===== config.mk =====
export PLATFORM = sky130hd
export DESIGN_NAME = elevator_sched
export DESIGN_NICKNAME = d
export VERILOG_FILES = /design/src/rtl/elevator_sched.sv
export SDC_FILE = /design/constraint.sdc
export NUM_CORES = 1
export LEC_CHECK = 0
export ABC_AREA = 1
export BUFFER_PORTS_ARGS = -buffer_cell sky130_fd_sc_hd__buf_2
export CORE_ASPECT_RATIO = 0.6
export CORE_MARGIN = 2
export CORE_UTILIZATION = 60
export DETAILED_ROUTE_END_ITERATION = 10
export PLACE_DENSITY = 0.95
export SLEW_MARGIN = 20
export SYNTH_ARGS = -nofsm -noshare
export SYNTH_HDL_FRONTEND = slang
export SYNTH_SLANG_ARGS = --single-unit

===== constraint.sdc =====
create_clock -name clock -period 3.6 [get_ports clock]
set_input_delay 0.18 -clock clock [delete_from_list [all_inputs] [get_ports clock]]
set_output_delay 0.18 -clock clock [all_outputs]
set_load 0.05 [all_outputs]

===== src/rtl/elevator_sched.sv =====
// Single-cabin elevator scheduler: direction-preserving sweep over the
// registered cabin/hall request vectors, with registered motor, door,
// floor and request-clear outputs.
module elevator_sched #(
   parameter int FLOORS        = 8,
   parameter int FLOOR_W       = 3,
   parameter int TRAVEL_CYCLES = 20,
   parameter int DOOR_CYCLES   = 30
) (
   input  logic               clock,
   input  logic               reset,
   input  logic [FLOORS-1:0]  active_in_levels,
   input  logic [FLOORS-2:0]  active_out_up_levels,
   input  logic [FLOORS-1:1]  active_out_down_levels,
   output logic [FLOORS-1:0]  inactivate_in_levels,
   output logic [FLOORS-2:0]  inactivate_out_up_levels,
   output logic [FLOORS-1:1]  inactivate_out_down_levels,
   output logic [FLOOR_W-1:0] current_floor,
   output logic               motor_up,
   output logic               motor_down,
   output logic               door_open
);

   localparam int TW = (TRAVEL_CYCLES > 1) ? $clog2(TRAVEL_CYCLES) : 1;
   localparam int DW = (DOOR_CYCLES > 1) ? $clog2(DOOR_CYCLES) : 1;

   typedef enum logic [1:0] {IDLE, MOVE_UP, MOVE_DOWN, DOOR} state_t;
   typedef enum logic {DIR_UP = 1'b0, DIR_DOWN = 1'b1} dir_t;

   state_t             state_reg, state_next;
   dir_t               dir_reg, dir_next;
   logic [FLOOR_W-1:0] floor_reg, floor_next;
   logic [TW-1:0]      travel_reg, travel_next;
   logic [DW-1:0]      door_cnt_reg, door_cnt_next;
   logic               eval_reg, eval_next;
   logic               go;

   logic               motor_up_reg, motor_down_reg, door_reg;
   logic [FLOORS-1:0]  inact_in_reg, inact_in_next;
   logic [FLOORS-2:0]  inact_up_reg, inact_up_next;
   logic [FLOORS-1:1]  inact_down_reg, inact_down_next;

   // Full-width request views; nonexistent hall bits read as 0.
   logic [FLOORS-1:0]  up_full, down_full, any_req;
   logic [FLOORS-1:0]  above_mask, below_mask, hit;
   logic               ahead_up, ahead_down, ahead_d, ahead_o;
   logic               in_cur, hall_d_cur, hall_o_cur;
   dir_t               dir_opp;

   genvar gi;
   generate
      for (gi = 0; gi < FLOORS; gi++) begin : g_floor
         if (gi < FLOORS - 1) begin : g_up
            assign up_full[gi] = active_out_up_levels[gi];
         end else begin : g_up_none
            assign up_full[gi] = 1'b0;
         end
         if (gi > 0) begin : g_down
            assign down_full[gi] = active_out_down_levels[gi];
         end else begin : g_down_none
            assign down_full[gi] = 1'b0;
         end
         assign any_req[gi]    = active_in_levels[gi] | up_full[gi] | down_full[gi];
         assign above_mask[gi] = (FLOOR_W'(gi) > floor_reg);
         assign below_mask[gi] = (FLOOR_W'(gi) < floor_reg);
         assign hit[gi]        = (FLOOR_W'(gi) == floor_next);
      end
   endgenerate

   assign ahead_up   = |(any_req & above_mask);
   assign ahead_down = |(any_req & below_mask);
   assign dir_opp    = (dir_reg == DIR_UP) ? DIR_DOWN : DIR_UP;
   assign ahead_d    = (dir_reg == DIR_UP) ? ahead_up : ahead_down;
   assign ahead_o    = (dir_reg == DIR_UP) ? ahead_down : ahead_up;
   assign in_cur     = active_in_levels[floor_reg];
   assign hall_d_cur = (dir_reg == DIR_UP) ? up_full[floor_reg] : down_full[floor_reg];
   assign hall_o_cur = (dir_reg == DIR_UP) ? down_full[floor_reg] : up_full[floor_reg];

   // Next-state: IDLE decision, travel/stop rule, door timer.
   always_comb begin
      state_next    = state_reg;
      dir_next      = dir_reg;
      floor_next    = floor_reg;
      travel_next   = travel_reg;
      door_cnt_next = door_cnt_reg;
      eval_next     = eval_reg;
      go            = 1'b0;
      case (state_reg)
         IDLE: begin
            travel_next   = '0;
            door_cnt_next = '0;
            eval_next     = 1'b0;
            if (in_cur | hall_d_cur) begin
               state_next = DOOR;
            end else if (ahead_d) begin
               state_next = (dir_reg == DIR_UP) ? MOVE_UP : MOVE_DOWN;
            end else if (hall_o_cur) begin
               state_next = DOOR;
               dir_next   = dir_opp;
            end else if (ahead_o) begin
               state_next = (dir_opp == DIR_UP) ? MOVE_UP : MOVE_DOWN;
               dir_next   = dir_opp;
            end
         end
         MOVE_UP, MOVE_DOWN: begin
            go = 1'b1;
            // The cycle after arrival decides stop / continue / idle; a
            // continue is also the first counting cycle of the next leg.
            if (eval_reg) begin
               go = 1'b0;
               if (in_cur | hall_d_cur) begin
                  state_next = DOOR;
               end else if (!ahead_d && hall_o_cur) begin
                  state_next = DOOR;
                  dir_next   = dir_opp;
               end else if (ahead_d) begin
                  go = 1'b1;
               end else begin
                  state_next = IDLE;
               end
               if (!go) begin
                  eval_next     = 1'b0;
                  travel_next   = '0;
                  door_cnt_next = '0;
               end
            end
            if (go) begin
               if (travel_reg == TW'(TRAVEL_CYCLES - 1)) begin
                  floor_next  = (state_reg == MOVE_UP) ? floor_reg + FLOOR_W'(1)
                                                       : floor_reg - FLOOR_W'(1);
                  travel_next = '0;
                  eval_next   = 1'b1;
               end else begin
                  travel_next = travel_reg + TW'(1);
                  eval_next   = 1'b0;
               end
            end
         end
         DOOR: begin
            if (door_cnt_reg == DW'(DOOR_CYCLES - 1)) begin
               state_next    = IDLE;
               door_cnt_next = '0;
            end else begin
               door_cnt_next = door_cnt_reg + DW'(1);
            end
         end
         default: state_next = IDLE;
      endcase
   end

   // Clear levels for the floor being served, in the served direction.
   always_comb begin
      inact_in_next   = '0;
      inact_up_next   = '0;
      inact_down_next = '0;
      if (state_next == DOOR) begin
         inact_in_next = hit;
         if (dir_next == DIR_UP) inact_up_next = hit[FLOORS-2:0];
         else                    inact_down_next = hit[FLOORS-1:1];
      end
   end

   // State and registered outputs.
   always_ff @(posedge clock) begin
      if (reset) begin
         state_reg      <= IDLE;
         dir_reg        <= DIR_UP;
         floor_reg      <= '0;
         travel_reg     <= '0;
         door_cnt_reg   <= '0;
         eval_reg       <= 1'b0;
         motor_up_reg   <= 1'b0;
         motor_down_reg <= 1'b0;
         door_reg       <= 1'b0;
         inact_in_reg   <= '0;
         inact_up_reg   <= '0;
         inact_down_reg <= '0;
      end else begin
         state_reg      <= state_next;
         dir_reg        <= dir_next;
         floor_reg      <= floor_next;
         travel_reg     <= travel_next;
         door_cnt_reg   <= door_cnt_next;
         eval_reg       <= eval_next;
         motor_up_reg   <= (state_next == MOVE_UP);
         motor_down_reg <= (state_next == MOVE_DOWN);
         door_reg       <= (state_next == DOOR);
         inact_in_reg   <= inact_in_next;
         inact_up_reg   <= inact_up_next;
         inact_down_reg <= inact_down_next;
      end
   end

   assign current_floor              = floor_reg;
   assign motor_up                   = motor_up_reg;
   assign motor_down                 = motor_down_reg;
   assign door_open                  = door_reg;
   assign inactivate_in_levels       = inact_in_reg;
   assign inactivate_out_up_levels   = inact_up_reg;
   assign inactivate_out_down_levels = inact_down_reg;

endmodule


# Yosys cells after proc, flatten, opt, wreduce, memory -nomap -nowiden
# Index checks and enable logic that the tools add are counted.
# word_totals
reg_bits	42
in_bits	24
out_inout_bits	28
word_cells	138
# op_classes
add_sub_neg	4
magnitude_cmp	17
n_eq_ne	19
mux	54
n_bitwise	19
reduce_logical	13
# ops
operator	n
1-bit 2-to-1 mux	26
5-bit 2-to-1 mux	5
2-bit 2-to-1 mux	11
8-bit AND	2
8-bit OR reduction	2
1-bit bitwise OR	15
5-bit one-hot mux with 3 select lines	1
3-bit equality test (first input constant)	4
3-bit > comparator (first input constant)	4
3-bit less-than comparator (first input constant)	4
3-bit 2-to-1 mux	4
5-bit by 1-bit adder with 5-bit output (second input constant)	2
5-bit equality test (second input constant)	2
5-bit one-hot mux with 2 select lines	1
1-bit binary-select mux with 3-bit select	3
2-bit equality test (second input constant)	4
2-bit by 3-bit equality test with 1-bit output (first input constant)	2
1-bit by 3-bit > comparator with 1-bit output (first input constant)	2
2-bit by 3-bit > comparator with 1-bit output (first input constant)	2
1-bit by 3-bit less-than comparator with 1-bit output (first input constant)	2
2-bit by 3-bit less-than comparator with 1-bit output (first input constant)	2
3-bit inequality test (second input constant)	2
2-bit one-hot mux with 3 select lines	1
3-bit OR reduction	2
16 further kinds	21

# Depth between registers and ports, before layout
# depth
word_depth	16
mapped_depth	19
mapped_depth_nobuf	18

# Least setup slack after synthesis
# OpenSTA, ideal clock, no wires.
# synth_path
kind	reg2reg
from	register floor_reg[0] (netlist: current_floor[0])
to	register inact_down_reg, in the netlist inactivate_out_down_levels[5]
setup_time_ps	121
arrival_time_ps	2451
required_time_ps	3479
slack_ps	1029
stages_incl_launch_ff	18
path_buffers	1
period_less_slack_ps	2571
path_cell_list	dfxtp_1 -> inv_1 -> buf_4 -> ha_1 -> nor2_1 -> nor2_1 -> nor2_1 -> nor2_1 -> nand2_2 -> nand2_1 -> nand2_2 -> nand2_2 -> nand2_4 -> nand3_4 -> o21ai_4 -> inv_2 -> nand2_1 -> nor2_1
# synth_between
elab_chain_len	15
elab_cells_between_ends	68
classes_between	add/sub: 2; order compare: 16; eq/ne: 2; mux: 38; bitwise: 5; reduce/logical: 5
# synth_lines
item	line	source
from (decl)	32	logic [FLOOR_W-1:0] floor_reg, floor_next;
from (signal assigned)	181	floor_reg <= floor_next;
1-bit by 3-bit > comparator with 1-bit output, or another cell as far along	64	assign above_mask[gi] = (FLOOR_W'(gi) > floor_reg);
8-bit AND (on tied branches)	70, 71	
8-bit OR reduction (on tied branches)	70, 71	
1-bit 2-to-1 mux	73	assign ahead_d = (dir_reg == DIR_UP) ? ahead_up : ahead_down;
1-bit logical NOT	113	end else if (!ahead_d && hall_o_cur) begin
1-bit logical AND	113	
1-bit 2-to-1 mux	113	
1-bit 2-to-1 mux	111	if (in_cur | hall_d_cur) begin
1-bit 2-to-1 mux	109	if (eval_reg) begin
1-bit 2-to-1 mux	88	case (state_reg)
1-bit 2-to-1 mux	109	
1-bit 2-to-1 mux	88	
3-bit 2-to-1 mux	127	if (go) begin
3-bit 2-to-1 mux	88	
3-bit equality test	66	assign hit[gi] = (FLOOR_W'(gi) == floor_next);
to (signal assigned)	190	inact_down_reg <= inact_down_next;
to (decl)	41	logic [FLOORS-1:1] inact_down_reg, inact_down_next;
# Parallel ways exist; a longest one is shown, timed or not. The select of a mux whose other input is x is not followed.
# A chain may end at the register's enable or synchronous reset.

# Worst setup path in the final report
# layout_path
from	register floor_reg[1] (netlist: current_floor[1])
to	register inact_up_reg[5] (netlist: inactivate_out_up_levels[5])
# layout_between
elab_chain_len	15
elab_cells_between_ends	67
classes_between	add/sub: 2; order compare: 16; eq/ne: 2; mux: 38; bitwise: 4; reduce/logical: 5
# layout_lines
item	line	source
1-bit by 3-bit > comparator with 1-bit output, or another cell as far along	64	
8-bit AND (on tied branches)	70, 71	
8-bit OR reduction (on tied branches)	70, 71	
1-bit 2-to-1 mux	73	
1-bit logical NOT	113	
1-bit logical AND	113	
1-bit 2-to-1 mux	113	
1-bit 2-to-1 mux	111	
1-bit 2-to-1 mux	109	
1-bit 2-to-1 mux	88	
1-bit 2-to-1 mux	109	
1-bit 2-to-1 mux	88	
3-bit 2-to-1 mux	127	
3-bit 2-to-1 mux	88	
3-bit equality test	66	
to (signal assigned)	189	inact_up_reg <= inact_up_next;
to (decl)	40	logic [FLOORS-2:0] inact_up_reg, inact_up_next;
# Parallel ways exist; a longest one is shown, timed or not. The select of a mux whose other input is x is not followed.

==> impl_metrics.csv <==
group,metric,value,unit
placement,hpwl,5.41,mm
die,die_w,89.7,um
yosys,synthTopCellsByArea,"dfxtp_1 32%, nand2_1 16%, nor2_1 8.2%",
yosys,ys.flop_type,"dfxtp_1",
clocking,clk_pin_slew,0.08,ns
pwr,power.switching,692,uW
sta,finClkSkew,0.00358,ns
clocking,ctsRootBufferMaster,"clkbuf_8",
run_status,status,"completed",
placement,io_buffers,51,
global_routing,grt_pass1_vias,2686,
detailed_routing,drcViolationCount,0,
detailed_routing,wire_per_inst,13.8,um
detailed_routing,detail-route-antenna-nets,0,
placement,place.gp.congestion,1.01,
yosys,synth_nets,439,
critical_path,path_class,"flip-flop to flip-flop",
finish,nNetsFinal,490,
critical_path,slowest_stage,"dfxtp_1",
clocking,clock_latency,0.30,ns
yosys,async_flop_share,0,
global_routing,antenna_found_initial,0,
global_routing,grt_usage,0.304,
global_routing,grt_max_degree,24,
finish,diodes,0,
clocking,cts_tree,"built",
critical_path,cp.required,3.83,ns
yosys,synth_edf_count,0,
clocking,cts_sinks,42,
detailed_routing,vias,2847,
finish,final_layout_size_suffix_gt1_frac,0.216,
clocking,cts_buffers,5,
clocking,cts_buffer_depth,2,
sta,rsz0062_at_grt,"false",
die,core_area,4170,sq um
critical_path,cp-start-kind,"flip-flop",
sta,setup_violations,0,
die,num_rows,18,
yosys,synth.largest_area_cell,"dfxtp_1",
pwr,power_frac_seq,0.383,
yosys,synth_top_area_share,0.318,
die,io_pins,52,
pwr,p_clk_frac,0.209,
sta,min_period,2.72,ns
global_routing,overflow,0,
critical_path,crit_path_cell_trace,"buf_4, inv_1, ha_1, nor2_1, nor2_1, nor2_1, nor2_1, nand2_2, nand2_1, nand2_2, inv_1, nand2_1, nand3_1, nand3_2, nor2_2, nand2_2, nor2_1",
critical_path,crit_top_cell,"nor2_1",
die,start_util,0.634,
sta,tightest_slew,0.704,ns
yosys,ys_ff_latch,42,
die,die_h,55.4,um
detailed_routing,drt_iter0_markers,341,
sta,fmax,368,MHz
die,die_area,4970,sq um
yosys,yosys-top-cells-count,"111 x nand2_1, 58 x nor2_1, 45 x inv_1",
yosys,yosysMostFrequentCell,"nand2_1",
clocking,holdBufCountCts,0,
clocking,post_cts_buffers,0,
flow_run,maxCapViolations,0,
global_routing,grt_pass1_wl,11.9,mm
pwr,p_comb_frac,0.408,
pwr,swShare,0.453,
critical_path,critPathArrivalTime,2.95,ns
min_path,worstHoldPathType,"input pin to flip-flop",
clocking,h-tree-depth,2,
sta,hold_viol_final,0,
pwr,vdd_drop_max,0.000296,V
sta,slew_headroom,0.527,
pwr,power.total,1.53,mW
sta,drv_slew,0,
critical_path,slowest_delay,0.30,ns
pwr,power.leakage,1.56,nW
sta,tns,0,ns
pwr,power_density,511,nW/um^2
pwr,cellInternalPower,836,uW
yosys,netlist_area,2640,sq um
yosys,synth.avg_cell_area,6.57,sq um
yosys,ys_types,31,
critical_path,cp_max_fo,21,
yosys,ys_seq_area_frac,0.318,
detailed_routing,drt-total-wl,7.11,mm
clocking,postCtsResizedCells,0,
detailed_routing,firstDrtPassIters,7,
sta,period_share,0.756,
critical_path,critical_path.endpoint_type,"flip-flop",
finish,area_delta_synth_final,13.2,%
finish,largest_reg_flops,8,
yosys,syn_inst,402,
yosys,ys_warn_count,0,
detailed_routing,via_per_inst,5.54,
cell usage in the layout (no fill, tap or decap):
cell type     n
o21ai_4       1
nor2_2        7
inv_2         3
nor3_1        3
o21ai_2       2
inv_6         1
inv_1        45
nor2_1       58
or2_2         1
o21ai_0       8
and2_1        1
nand3_2       3
nand2_4       2
clkinvlp_4    2
nor3b_1       2
nand2_1     111
ha_1         13
nand3_1      37
or2_1         1
buf_4         3
o21bai_1      4
nand2_2      16
a211oi_1      1
a21oi_1      19
dfxtp_1      42
buf_2        51
clkbuf_8      5
nand3b_1      1
nand4_1       9
nand3_4       1
xor2_1        1
routing by layer:
metal / vias up / routed length [um] / share of wire / global-route usage
met5: - / 0 / 0 / 0
met4: 0 / 145 / 0.020 / 0.102
met3: 23 / 738 / 0.10 / 0.0942
met2: 163 / 3180 / 0.45 / 0.459
met1: 1301 / 3040 / 0.43 / 0.411
li1: 1360 / - / - / -
area by class of cell:
cell class / count / area, sq um
fillers: 319 / 1180
multi-input cells: 302 / 1520
clock buffers: 5 / 68.8
clock inverters: 3 / 23.8
flip-flops and latches: 42 / 841
well taps: 60 / 75.1
repair buffers: 54 / 278
inverters: 48 / 180
cell families (layout without fill, tap and decap cells):
kind of cell,after synthesis,in the layout,synth area share
AO/OA/AOI/OAI,35,35,0.0782
XOR/XNOR,1,1,0.00332
flip-flops,42,42,0.318
buffers and inverters,58,110,0.105
AND/OR/NAND/NOR,253,253,0.434
adder cells (fa/ha/maj),13,13,0.0616
power by group through the flow:
stage	Sequential (mW)	Clock, mW	Combinational (mW)
after global placement	0.589	0	0.575
after detailed placement	0.592	0	0.601
after floorplan	0.667	0	0.367
after global routing	0.592	0.336	0.689
after CTS	0.581	0.319	0.612
final	0.585	0.319	0.624
stage by stage:
step / hold slack [ns] / worst slack, ns / instances / util / instance area, sq um
floorplan: 0.385 / 1.03 / 402 / - / 2640
global placement: 0.464 / 1.12 / 506 / 0.695 / 2900
finish: 0.206 / 0.880 / 514 / 0.718 / 2990
CTS: 0.187 / 0.931 / 514 / 0.718 / 2990
global route: 0.203 / 0.570 / 514 / 0.718 / 2990
detailed placement: 0.486 / 0.980 / 506 / 0.695 / 2900
worst paths after layout:
kind | start | endpoint | slack, ns | cells after the start
setup reg to reg | current_floor[1]$_SDFF_PP0_ | inactivate_out_up_levels[5]$_SDFF_PP0_ | 0.88 | 17
setup / recovery | current_floor[1]$_SDFF_PP0_ | inactivate_out_up_levels[5]$_SDFF_PP0_ | 0.88 | 17
hold reg to reg | travel_reg[1]$_SDFFE_PP0P_ | travel_reg[1]$_SDFFE_PP0P_ | 0.50 | 2
hold / removal | reset | travel_reg[4]$_SDFFE_PP0P_ | 0.21 | 2
critical path, delay by kind of cell, from the launching register on:
kind / cells / cell delay (ns)
and+or+nand+nor: 13 / 1.52
DFF: 1 / 0.30
buffers and inverters: 3 / 0.55
adders and majority gates: 1 / 0.27
No activity file was read; power rests on OpenSTA's default activity.
